<file path="src/rtl/matmul_controller.sv">
// Address/control sequencer for a DIM x DIM matrix product over 1-cycle-latency operand memories.
// Optional feature macro: MATMUL_CTRL_STALL_EN adds a stall input that freezes the sequence.
module matmul_controller #(
    parameter int unsigned DIM        = 4,
    parameter int unsigned ADDR_WIDTH = 4
) (
    input  logic                    clk,
    input  logic                    reset_n,
    input  logic                    start,
`ifdef MATMUL_CTRL_STALL_EN
    input  logic                    stall,
`endif
    output logic [ADDR_WIDTH-1:0]   addr_A,
    output logic [ADDR_WIDTH-1:0]   addr_B,
    output logic                    en_Mux,
    output logic                    en_PPReg,
    output logic                    en_FDReg,
    output logic                    out_valid,
    output logic [$clog2(DIM)-1:0]  out_row,
    output logic [$clog2(DIM)-1:0]  out_col,
    output logic                    busy,
    output logic                    done
);

    localparam int unsigned IDX_W = $clog2(DIM);
    localparam logic [IDX_W-1:0] LAST = IDX_W'(DIM - 1);

    typedef enum logic [1:0] {IDLE, RUN, DRAIN, DONE} state_t;

    state_t                 state;
    logic [IDX_W-1:0]       i, j, k;
    logic [IDX_W-1:0]       i_nxt, j_nxt, k_nxt;
    logic [IDX_W-1:0]       fd_row, fd_col;
    logic [ADDR_WIDTH-1:0]  addr_a_nxt, addr_b_nxt;
    logic                   k_last, j_last, term_last;
    logic                   fd_pend, emit, stall_w;

`ifdef MATMUL_CTRL_STALL_EN
    assign stall_w = stall;
`else
    assign stall_w = 1'b0;
`endif

    // Next term indices and their operand addresses.
    always_comb begin
        k_last     = (k == LAST);
        j_last     = (j == LAST);
        term_last  = k_last && j_last && (i == LAST);
        k_nxt      = k_last ? '0 : k + IDX_W'(1);
        j_nxt      = j;
        i_nxt      = i;
        if (k_last) begin
            j_nxt = j_last ? '0 : j + IDX_W'(1);
            if (j_last) begin
                i_nxt = i + IDX_W'(1);
            end
        end
        addr_a_nxt = ADDR_WIDTH'(i_nxt) * ADDR_WIDTH'(DIM) + ADDR_WIDTH'(k_nxt);
        addr_b_nxt = ADDR_WIDTH'(k_nxt) * ADDR_WIDTH'(DIM) + ADDR_WIDTH'(j_nxt);
        // A final-data load seen under stall is remembered and reported on release.
        emit       = (en_FDReg | fd_pend) & ~stall_w;
    end

    // Sequencer FSM, counters and the one-cycle control pipeline.
    always_ff @(posedge clk or negedge reset_n) begin
        if (!reset_n) begin
            state     <= IDLE;
            i         <= '0;
            j         <= '0;
            k         <= '0;
            addr_A    <= '0;
            addr_B    <= '0;
            en_Mux    <= 1'b0;
            en_PPReg  <= 1'b0;
            en_FDReg  <= 1'b0;
            out_valid <= 1'b0;
            out_row   <= '0;
            out_col   <= '0;
            busy      <= 1'b0;
            done      <= 1'b0;
            fd_row    <= '0;
            fd_col    <= '0;
            fd_pend   <= 1'b0;
        end else begin
            en_Mux    <= 1'b0;
            en_PPReg  <= 1'b0;
            en_FDReg  <= 1'b0;
            done      <= 1'b0;
            out_valid <= emit;
            fd_pend   <= (en_FDReg | fd_pend) & stall_w;
            if (emit) begin
                out_row <= fd_row;
                out_col <= fd_col;
            end
            case (state)
                IDLE: begin
                    if (start) begin
                        state  <= RUN;
                        i      <= '0;
                        j      <= '0;
                        k      <= '0;
                        addr_A <= '0;
                        addr_B <= '0;
                        busy   <= 1'b1;
                    end
                end
                RUN: begin
                    if (!stall_w) begin
                        en_PPReg <= 1'b1;
                        en_Mux   <= (k != '0);
                        en_FDReg <= k_last;
                        if (k_last) begin
                            fd_row <= i;
                            fd_col <= j;
                        end
                        if (term_last) begin
                            state <= DRAIN;
                        end else begin
                            i      <= i_nxt;
                            j      <= j_nxt;
                            k      <= k_nxt;
                            addr_A <= addr_a_nxt;
                            addr_B <= addr_b_nxt;
                        end
                    end
                end
                DRAIN: begin
                    if (!stall_w) begin
                        state <= DONE;
                        done  <= 1'b1;
                    end
                end
                DONE: begin
                    state <= IDLE;
                    busy  <= 1'b0;
                end
                default: state <= IDLE;
            endcase
        end
    end

endmodule

</file>
<file path="config.mk">
export PLATFORM = sky130hd
export DESIGN_NAME = matmul_controller
export DESIGN_NICKNAME = d
export VERILOG_FILES = /design/src/rtl/matmul_controller.sv
export SDC_FILE = /design/constraint.sdc
export NUM_CORES = 1
export LEC_CHECK = 0
export BUFFER_PORTS_ARGS = -buffer_cell sky130_fd_sc_hd__buf_2
export CELL_PAD_IN_SITES_DETAIL_PLACEMENT = 1
export CELL_PAD_IN_SITES_GLOBAL_PLACEMENT = 1
export CORE_MARGIN = 10
export CORE_UTILIZATION = 29
export DETAILED_ROUTE_END_ITERATION = 6
export PLACE_DENSITY = 0.66
export SLEW_MARGIN = 20
export SYNTH_ARGS = -nofsm -noshare
export SYNTH_HDL_FRONTEND = slang
export SYNTH_SLANG_ARGS = --single-unit
</file>
<file path="constraint.sdc">
create_clock -name clk -period 5.1 [get_ports clk]
set_clock_uncertainty 0.2 [all_clocks]
set_input_delay 1.02 -clock clk [delete_from_list [all_inputs] [get_ports clk]]
set_output_delay 1.02 -clock clk [all_outputs]
set_load 0.02 [all_outputs]
</file>
## Word level (Yosys, flattened, before mapping)

Cells that the tools add are included.

- Bits in registers: 30
- Latch bits: 0
- RAM bits: 0
- ROM bits: 0
- Bits of input ports: 3
- Output and inout port bits: 18
- Logic and storage cells: 66
- Memories: 0

- $add $sub $neg: 5
- $mul: 0
- Divide/modulo/power cells: 0
- Order comparisons: 0
- Equal/unequal tests: 9
- Shift operators: 0
- Multiplexer cells: 26
- Bitwise logic cells: 0
- Reductions and logical operators: 10

Operators with widths:

| cell | number |
|---|---|
| 2-bit two-way mux | 11 |
| 4-bit one-hot mux with 2 select lines | 2 |
| 4-bit two-way mux | 3 |
| 2-bit one-hot mux with 2 select lines | 3 |
| 2-bit equality test (second input constant) | 5 |
| 4-bit by 2-bit adder with 4-bit output | 2 |
| 2-bit one-hot mux with 4 select lines | 1 |
| 2-bit by 1-bit adder with 2-bit output (second input constant) | 3 |
| 2-bit inequality test (second input constant) | 3 |
| 2-bit AND reduction | 3 |
| 2-bit nonzero test | 3 |
| 1-bit two-way mux | 5 |
| 3-bit AND reduction | 1 |
| 2-bit by 1-bit equality test with 1-bit output (second input constant) | 1 |
| 1-bit logical AND | 2 |
| 2-bit logical NOT | 1 |
| 1-bit one-hot mux with 2 select lines | 1 |

## Logic depth before layout (Yosys ltp)

Gate-level depths: netlist of the first run.

- Depth after elaboration: 6
- Depth in mapped cells: 6
- Depth with buffers taken out: 5

## Worst setup path before layout of the first run

No wires, ideal clock.

- Kind: input-to-reg
- From: in start
- To: reg addr_B[0]
- Library setup time: 124 ps
- Data arrival time: 1762 ps
- Data required time: 4776 ps
- Path slack: 3014 ps
- Stages: 4
- Buffers on the path: 1
- Path through: mux2i_1 > or2_1 > buf_6 > a211o_1

- Word-level cells in the longest chain between the ends: 2

RTL lines:

| element | line | text |
|---|---|---|
| start, declared | 9 | `input logic start,` |
| 2-bit inequality test (no line) | n/a |  |
| 3-bit AND reduction (no line) | n/a |  |
| end signal, assigned | 123 | `addr_B <= addr_b_nxt;` |
| end, declared | 14 | `output logic [ADDR_WIDTH-1:0] addr_B,` |

No other way between the ends.
A chain may end at the register's enable or synchronous reset.

## Final worst setup path of the first run

- From: reg state[1]
- To: reg addr_B[0]

- Word-level cells in the longest chain between the ends: 3
- Elaborated cells on any way between the ends: 7
- Those cells by class: eq/ne (3); mux (1); reduce/logical (3)

RTL lines:

| element | line | text |
|---|---|---|
| start, declared | 30 | `state_t state;` |
| start signal, assigned | 67 | `state <= IDLE;` |
| start signal, assigned | 98 | `state <= RUN;` |
| start signal, assigned | 117 | `state <= DRAIN;` |
| 2-bit by 1-bit equality test with 1-bit output or 2-bit logical NOT (tied branches) | 95 | `case (state)` |
| 2-bit inequality test (no line) or 2-bit nonzero test (tied branches) | n/a |  |
| 3-bit AND reduction (no line) | n/a |  |

Several ways; a longest one is shown, not always the timed one.

==> results of run 1 <==
==> synth_stat cells, types with 2 or more instances <==
library cell and count:
a21oi_1 2, buf_4 2, dfrtp_1 22, ha_1 9, inv_1 5, mux2_2 9
mux2i_1 2, nand2_1 5, nand3_1 4, nor2b_1 2, o21ai_0 5, o311ai_2 2
==> metrics by stage <==
step	hold slack (ns)	utilization, %	instances
floorplan	0.274	-	83
global placement	0.281	34.4	145
detailed placement	0.292	34.4	145
CTS	0.322	35.9	149
global route	0.330	35.9	149
finish	0.316	35.9	149
==> logic make-up (layout without fill, tap and decap cells) <==
family,count (synthesis),count (layout),share of synthesized area [%]
DFF,22,22,53.0
AOI/OAI and AO/OA,13,13,9.28
buffers and inverters,9,29,4.82
and+or+nand+nor,19,19,10.4
muxes,11,11,11.7
adders and majority gates,9,9,10.8
==> final cells by class <==
cell class | instances | area, sq um | area share, %
well taps | 46 | 57.6 | 4.73
multi-input cells | 52 | 438 | 36.0
inverters | 5 | 18.8 | 1.54
clock inverters | 1 | 30.0 | 2.47
clock buffers | 3 | 22.5 | 1.85
flip-flops and latches | 22 | 551 | 45.2
repair buffers | 20 | 100 | 8.22
==> power by group <==
group	total, mW	switching [mW]	internal [mW]
Clock	0.135	0.0558	0.0794
Sequential	0.285	0.0498	0.235
Combinational	0.290	0.175	0.114
Total	0.710	0.281	0.429
==> flip-flops by register name, summed over array words and instances, names as in the netlist <==
name / flops
i: 1
done: 1
addr_B: 2
fd_col: 2
state: 2
out_col: 2
en_PPReg: 1
en_Mux: 1
out_valid: 1
addr_A: 3
out_row: 2
fd_row: 2
en_FDReg: 1
busy: 1
==> worst reg2reg max path: cells and delay by family (launching register included) <==
family | cells | cell delay, ns
mux | 1 | 0.29
buf+inv | 1 | 0.11
fa+ha+maj | 1 | 0.49
simple gates | 1 | 0.38
flops | 1 | 0.44
compound gates | 1 | 0.33
==> cell usage in the layout, fill, tap and decap left out <==
master / count
mux2_2: 9
dfrtp_1: 22
o211ai_1: 1
buf_2: 20
o311ai_2: 2
nand3b_1: 1
o21ai_1: 1
nand2b_1: 1
inv_1: 5
a21oi_1: 2
and3b_1: 1
and4_1: 1
nand2_1: 5
nor4b_1: 1
nand3_1: 4
nor2_1: 1
bufinv_16: 1
a21o_1: 1
or2_1: 1
clkbuf_4: 3
a211o_1: 1
nor4_1: 1
ha_1: 9
nor2b_1: 2
o21ai_0: 5
mux2i_1: 2
==> per-layer routing <==
metal / vias to the layer above / wire (um)
li1: 330 / -
met1: 357 / 865
met2: 16 / 1150
met3: 0 / 180
met4: 0 / 0
met5: - / 0
==> final timing paths <==
path	start	end	slack [ns]	depth (start not counted)
setup / recovery	state[1]	addr_B[0]	2.76	5
hold / removal	out_row[0]	out_row[0]	0.32	1
setup reg to reg	state[1]	addr_B[0]	2.76	5
hold reg to reg	out_row[0]	out_row[0]	0.32	1
max in group asynchronous	reset_n	out_col[1]	3.92	1
min in group asynchronous	reset_n	addr_A[2]	0.44	1
==> qor.yml, run 1 <==
status: "completed"
synth_edf_count: 0
overflow: 0
die-area_sq_mm: 0.00637
use_met1_pct: 7.69
vias: 703
timing.final.ws_setup_ns: 2.76
cts.sinks: 22
fin_nets: 116
finalHoldViolations: 0
critical_path_class: "register to register"
crit_path_top_delay_cell: "ha_1"
critical_path_arrival_ns: 2.35
place_worst_setup_slack_ns: 2.78
place.port_buffers: 20
rows: 21
wl_per_cell_um: 14.7
nFillCells: 385
hold_class: "register to register"
start_util_pct: 30.6
tightest_slew_ns: 0.517
detail-route-antenna-nets: 0
ioPinCount: 21
cts-root-buf: "clkbuf_4"
setup_tns_ns: 0
peakVddDrop_mv: 0.258
hpwl_um: 1710
core-area_sq_mm: 0.00339
critPathMaxFanout: 15
end_kind: "register"
syn_area_per_cell_sq_um: 12.5
cap_violations: 0
place_area_sq_mm: 0.00116
grt_max_degree: 23
cts_tree: "built"
place.gp.congestion: 0.742
setup_viol: 0
power_leakage_nw: 0.579
synthArstFlopShare_pct: 100
grt_pass1_wl_um: 3800
busiest_layer: "met2"
cts-buffers-inserted: 3
netlist.area_leader.share_pct: 53.0
clockBufferDepth: 2
drcViolationCount: 0
crit_family: "adder cells"
yosys_warnings: 0
critPathLaunchType: "register"
synth_area_sq_mm: 0.00104
synth_top_area_cell: "dfrtp_1"
max_clock_freq_mhz: 427
syn-num-nets: 95
yosysSeqAreaShare_pct: 53.0
antenna_found_initial: 0
diodes: 0
drt-total-wl_um: 2200
dieWidth_um: 79.8
areaGrowthSynthToFinish_pct: 17.2
p_per_area_mw_per_mm2: 583
rsz0062_at_grt: "false"
slew_headroom_pct: 65.6
holdBufCountCts: 0
drv_slew: 0
cts_max_level: 1
crit_chain: "inv_1 -> ha_1 -> mux2i_1 -> or2_1 -> a211o_1"
total_power_mw: 0.710
cts_resized: 0
fin_area_sq_mm: 0.00122
clock_insertion_delay_worst_skew_ns: 0.32
synth_cell_type_count: 26
post_cts_buffers: 0
via_per_inst: 4.72
min_period_ns: 2.34
synth-seq-cells: 22
yosys-top-cells-area: "dfrtp_1 53%, ha_1 11%, mux2_2 9.8%, o311ai_2 3.1%, o21ai_0 2.4%"
fin_crit_sh_pct: 46.0
drive_gt1_share_pct: 34.0
first_pass_iters: 2
worst-path-buf-inv: 1
grt_pass1_vias: 805
met3_usage_pct: 3.60
dr.first_iter.drc_count: 34
grt.met2_usage_pct: 13.3
path_clk_slew_ns: 0.13
die_h_um: 79.8
synthFlopType: "dfrtp_1"
critPathMaxStageDelay_ns: 0.49
syn_inst: 83
crit_required_ns: 5.11
grt_usage_pct: 7.39
No activity file was read; power rests on OpenSTA's default activity.
==> inputs of run 2 (changes only) <==
- ABC_AREA: not set -> 1
- PLACE_DENSITY: 0.66 -> 0.67
- clock period: 5.1 -> 2.3 ns (I/O delays scaled with it)
==> run 2 against run 1 <==
Critical path depth is 2 higher. Flip-flop and latch count did not move. Clock-buffer cell count unchanged. First-iteration DRC count is 41% lower. Synthesized cell count up 29%. Via count is 8.0% higher. Power increased by 100%. Critical endpoint is now addr_B[1]. Largest cell class unchanged. Largest power group unchanged.
==> qor.yml, run 2 <==
status: "completed"  # unchanged
synth_area_sq_mm: 0.00109  # was 0.00104 sq mm
drt-total-wl_um: 2310  # was 2200 um
clock_insertion_delay_worst_skew_ns: 0.27  # was 0.32 ns
min_period_ns: 1.86  # was 2.34 ns
dieWidth_um: 81.3  # was 79.8 um
cts.sinks: 22  # unchanged
synth_cell_type_count: 21  # was 26
nFillCells: 440  # was 385
crit_path_top_delay_cell: "ha_1"  # unchanged
synth_commonest_cells: "22 x dfrtp_1, 22 x nand2_1, 11 x inv_1"  # was 22 x dfrtp_1, 9 x ha_1, 9 x mux2_2
grt_pass1_wl_um: 4110  # was 3800 um
crit_required_ns: 2.26  # was 5.11 ns
p_per_area_mw_per_mm2: 1100  # was 583 mW/mm^2
start_util_pct: 29.8  # was 30.6%
die-area_sq_mm: 0.00661  # was 0.00637 sq mm
syn_inst: 107  # was 83
ioPinCount: 21  # unchanged
cts_tree: "built"  # unchanged
setup_tns_ns: 0  # unchanged
end_kind: "register"  # unchanged
netlist.area_leader.share_pct: 50.5  # was 53.0%
total_power_mw: 1.44  # was 0.710 mW
worst-path-buf-inv: 1  # unchanged
critPathLaunchType: "register"  # unchanged
place.port_buffers: 20  # unchanged
final_core_util_pct: 35.6  # was 35.9%
tightest_slew_ns: 0.517  # about the same
crit_start: "state[1]"  # unchanged
syn-num-nets: 119  # was 95
setup_viol: 0  # unchanged
yosys_warnings: 0  # unchanged
synth_top_area_cell: "dfrtp_1"  # unchanged
first_pass_iters: 3  # was 2
synthArstFlopShare_pct: 100  # unchanged
rows: 22  # was 21
crit_family: "simple AND/OR/NAND/NOR gates"  # was adder cells
wl_per_cell_um: 13.0  # was 14.7 um
critPathMaxFanout: 9  # was 15
dr_wl_met3_um: 197  # was 180 um
areaGrowthSynthToFinish_pct: 19.7  # was 17.2%
cts_max_level: 1  # unchanged
cts-buffers-inserted: 3  # unchanged
drv_slew: 0  # unchanged
detail-route-antenna-nets: 0  # unchanged
critical_path_class: "register to register"  # unchanged
hpwl_um: 1830  # was 1710 um
overflow: 0  # unchanged
drcViolationCount: 0  # unchanged
yosys-top-cells-area: "dfrtp_1 51%, ha_1 10%, nand2_1 7.6%, inv_1 3.8%, nand2_2 3.4%"  # was dfrtp_1 53%, ha_1 11%, mux2_2 9.8%, o311ai_2 3.1%, o21ai_0 2.4%
vias: 759  # was 703
peakVddDrop_mv: 0.477  # was 0.258 mV
die_h_um: 81.3  # was 79.8 um
max_clock_freq_mhz: 537  # was 427 MHz
cap_violations: 0  # unchanged
path_clk_slew_ns: 0.08  # was 0.13 ns
holdCritStartpoint: "fd_col[1]"  # was out_row[0]
post_cts_buffers: 0  # unchanged
dr.first_iter.drc_count: 20  # was 34
slew_headroom_pct: 65.5  # was 65.6%
met1Wirelength_um: 996  # was 865 um
fin_nets: 142  # was 116
grt_usage_pct: 7.82  # was 7.39%
rsz0062_at_grt: "false"  # unchanged
synth_edf_count: 0  # unchanged
cts-root-buf: "clkbuf_8"  # was clkbuf_4
core-area_sq_mm: 0.00366  # was 0.00339 sq mm
diodes: 0  # unchanged
grt_pass1_vias: 842  # was 805
hold_class: "register to register"  # unchanged
via_per_inst: 4.29  # was 4.72
reg2reg_from: "state[1]"  # unchanged
power_leakage_nw: 0.725  # was 0.579 nW
finalHoldViolations: 0  # unchanged
synth-seq-cells: 22  # unchanged
final_cell_mix: "22 x nand2_1, 22 x dfrtp_1, 20 x buf_2"  # was 22 x dfrtp_1, 20 x buf_2, 9 x mux2_2, 9 x ha_1
crit_chain: "inv_1 -> ha_1 -> nand2_2 -> nand3_4 -> nand3_2 -> nand2_1 -> nand2_1"  # was inv_1 -> ha_1 -> mux2i_1 -> or2_1 -> a211o_1
place.gp.congestion: 0.731  # was 0.742
critical_path_arrival_ns: 1.82  # was 2.35 ns
antenna_found_initial: 0  # unchanged
crit_top_cell: "nand2_1"
yosysSeqAreaShare_pct: 50.5  # was 53.0%
wl_met2_um: 1100  # was 1150 um
grt_max_degree: 23  # unchanged
critPathMaxStageDelay_ns: 0.47  # was 0.49 ns
clockBufferDepth: 2  # unchanged
highest_layer: "met4"  # was met3
drive_gt1_share_pct: 31.8  # was 34.0%
syn_area_per_cell_sq_um: 10.2  # was 12.5 sq um
largest_register_ffs: 3  # unchanged
fin_crit_sh_pct: 80.9  # was 46.0%
synthFlopType: "dfrtp_1"  # unchanged
top_register: "addr_A"  # unchanged
==> run 2: cell types whose count changed after synthesis, sizes merged, moves of 2 or more <==
cell and change:
nand4 +4, nand3 +2, mux2i -2, inv +8, nor2 +5, o311ai -2, mux2 -6, nor2b -2
nand2 +26
==> run 2: per-stage QoR <==
step | cells | hold WS (ns) | setup WS, ns | area, sq um
finish | 177 | 0.283 | 0.439 | 1310
detailed placement | 172 | 0.265 | 0.437 | 1220
global route | 177 | 0.308 | 0.230 | 1310
CTS | 177 | 0.289 | 0.417 | 1310
floorplan | 107 | -0.0356 | 0.774 | 1090
global placement | 172 | 0.254 | 0.563 | 1220
==> run 2: worst reg2reg max path: stages, from the launching register on <==
cell	delay, ns
dfrtp_1	0.41
inv_1	0.13
ha_1	0.47
nand2_2	0.16
nand3_4	0.16
nand3_2	0.09
nand2_1	0.07
nand2_1	0.05
==> run 2: final timing paths <==
kind,to,slack [ns],cells after the start
worst min register to register,fd_col[1],0.28,2
worst min-delay path,fd_col[1],0.28,2
min in group asynchronous,addr_A[0],0.49,2
worst max-delay path,addr_B[1],0.44,7
max in group asynchronous,fd_row[0],1.05,2
worst max register to register,addr_B[1],0.44,7
==> run 2: metal layers <==
layer | vias to the layer above | global-route usage (%)
met5 | - | 0
met4 | 0 | 2.08
met3 | 2 | 3.64
met2 | 18 | 12.5
met1 | 360 | 9.26
li1 | 379 | -
==> run 2: repair_timing <==
item                      in CTS  in global routing
hold buffers                   1                  0
resized for setup              0                  0
hold endpoints to repair      22                  0
==> run 2: final cells by class <==
cell class / instances / area [sq um] / share of cell area, %
Timing Repair Buffer: 21 / 110 / 8.44
Inverter: 14 / 55.1 / 4.22
Multi-Input combinational cell: 68 / 458 / 35.1
Sequential cell: 22 / 551 / 42.2
Clock inverter: 1 / 30.0 / 2.30
Clock buffer: 3 / 41.3 / 3.16
Tap cell: 48 / 60.1 / 4.60
==> run 2: cells by family (layout without fill, tap and decap cells) <==
group                      count (synthesis)  count (layout)  synth area share (%)
and+or+nand+nor                           48              48                  24.2
DFF                                       22              22                  50.5
buffers and inverters                     17              39                  7.46
adders and majority gates                  9               9                  10.3
AOI/OAI and AO/OA                          8               8                  4.36
muxes                                      3               3                  3.10
==> run 2: power breakdown <==
group / switching (mW) / total, mW / leakage [nW] / internal (mW)
registers: 0.0418 / 0.491 / 0.298 / 0.450
clock network: 0.130 / 0.363 / 0.0357 / 0.233
logic: 0.390 / 0.582 / 0.391 / 0.192
total: 0.561 / 1.44 / 0.725 / 0.874
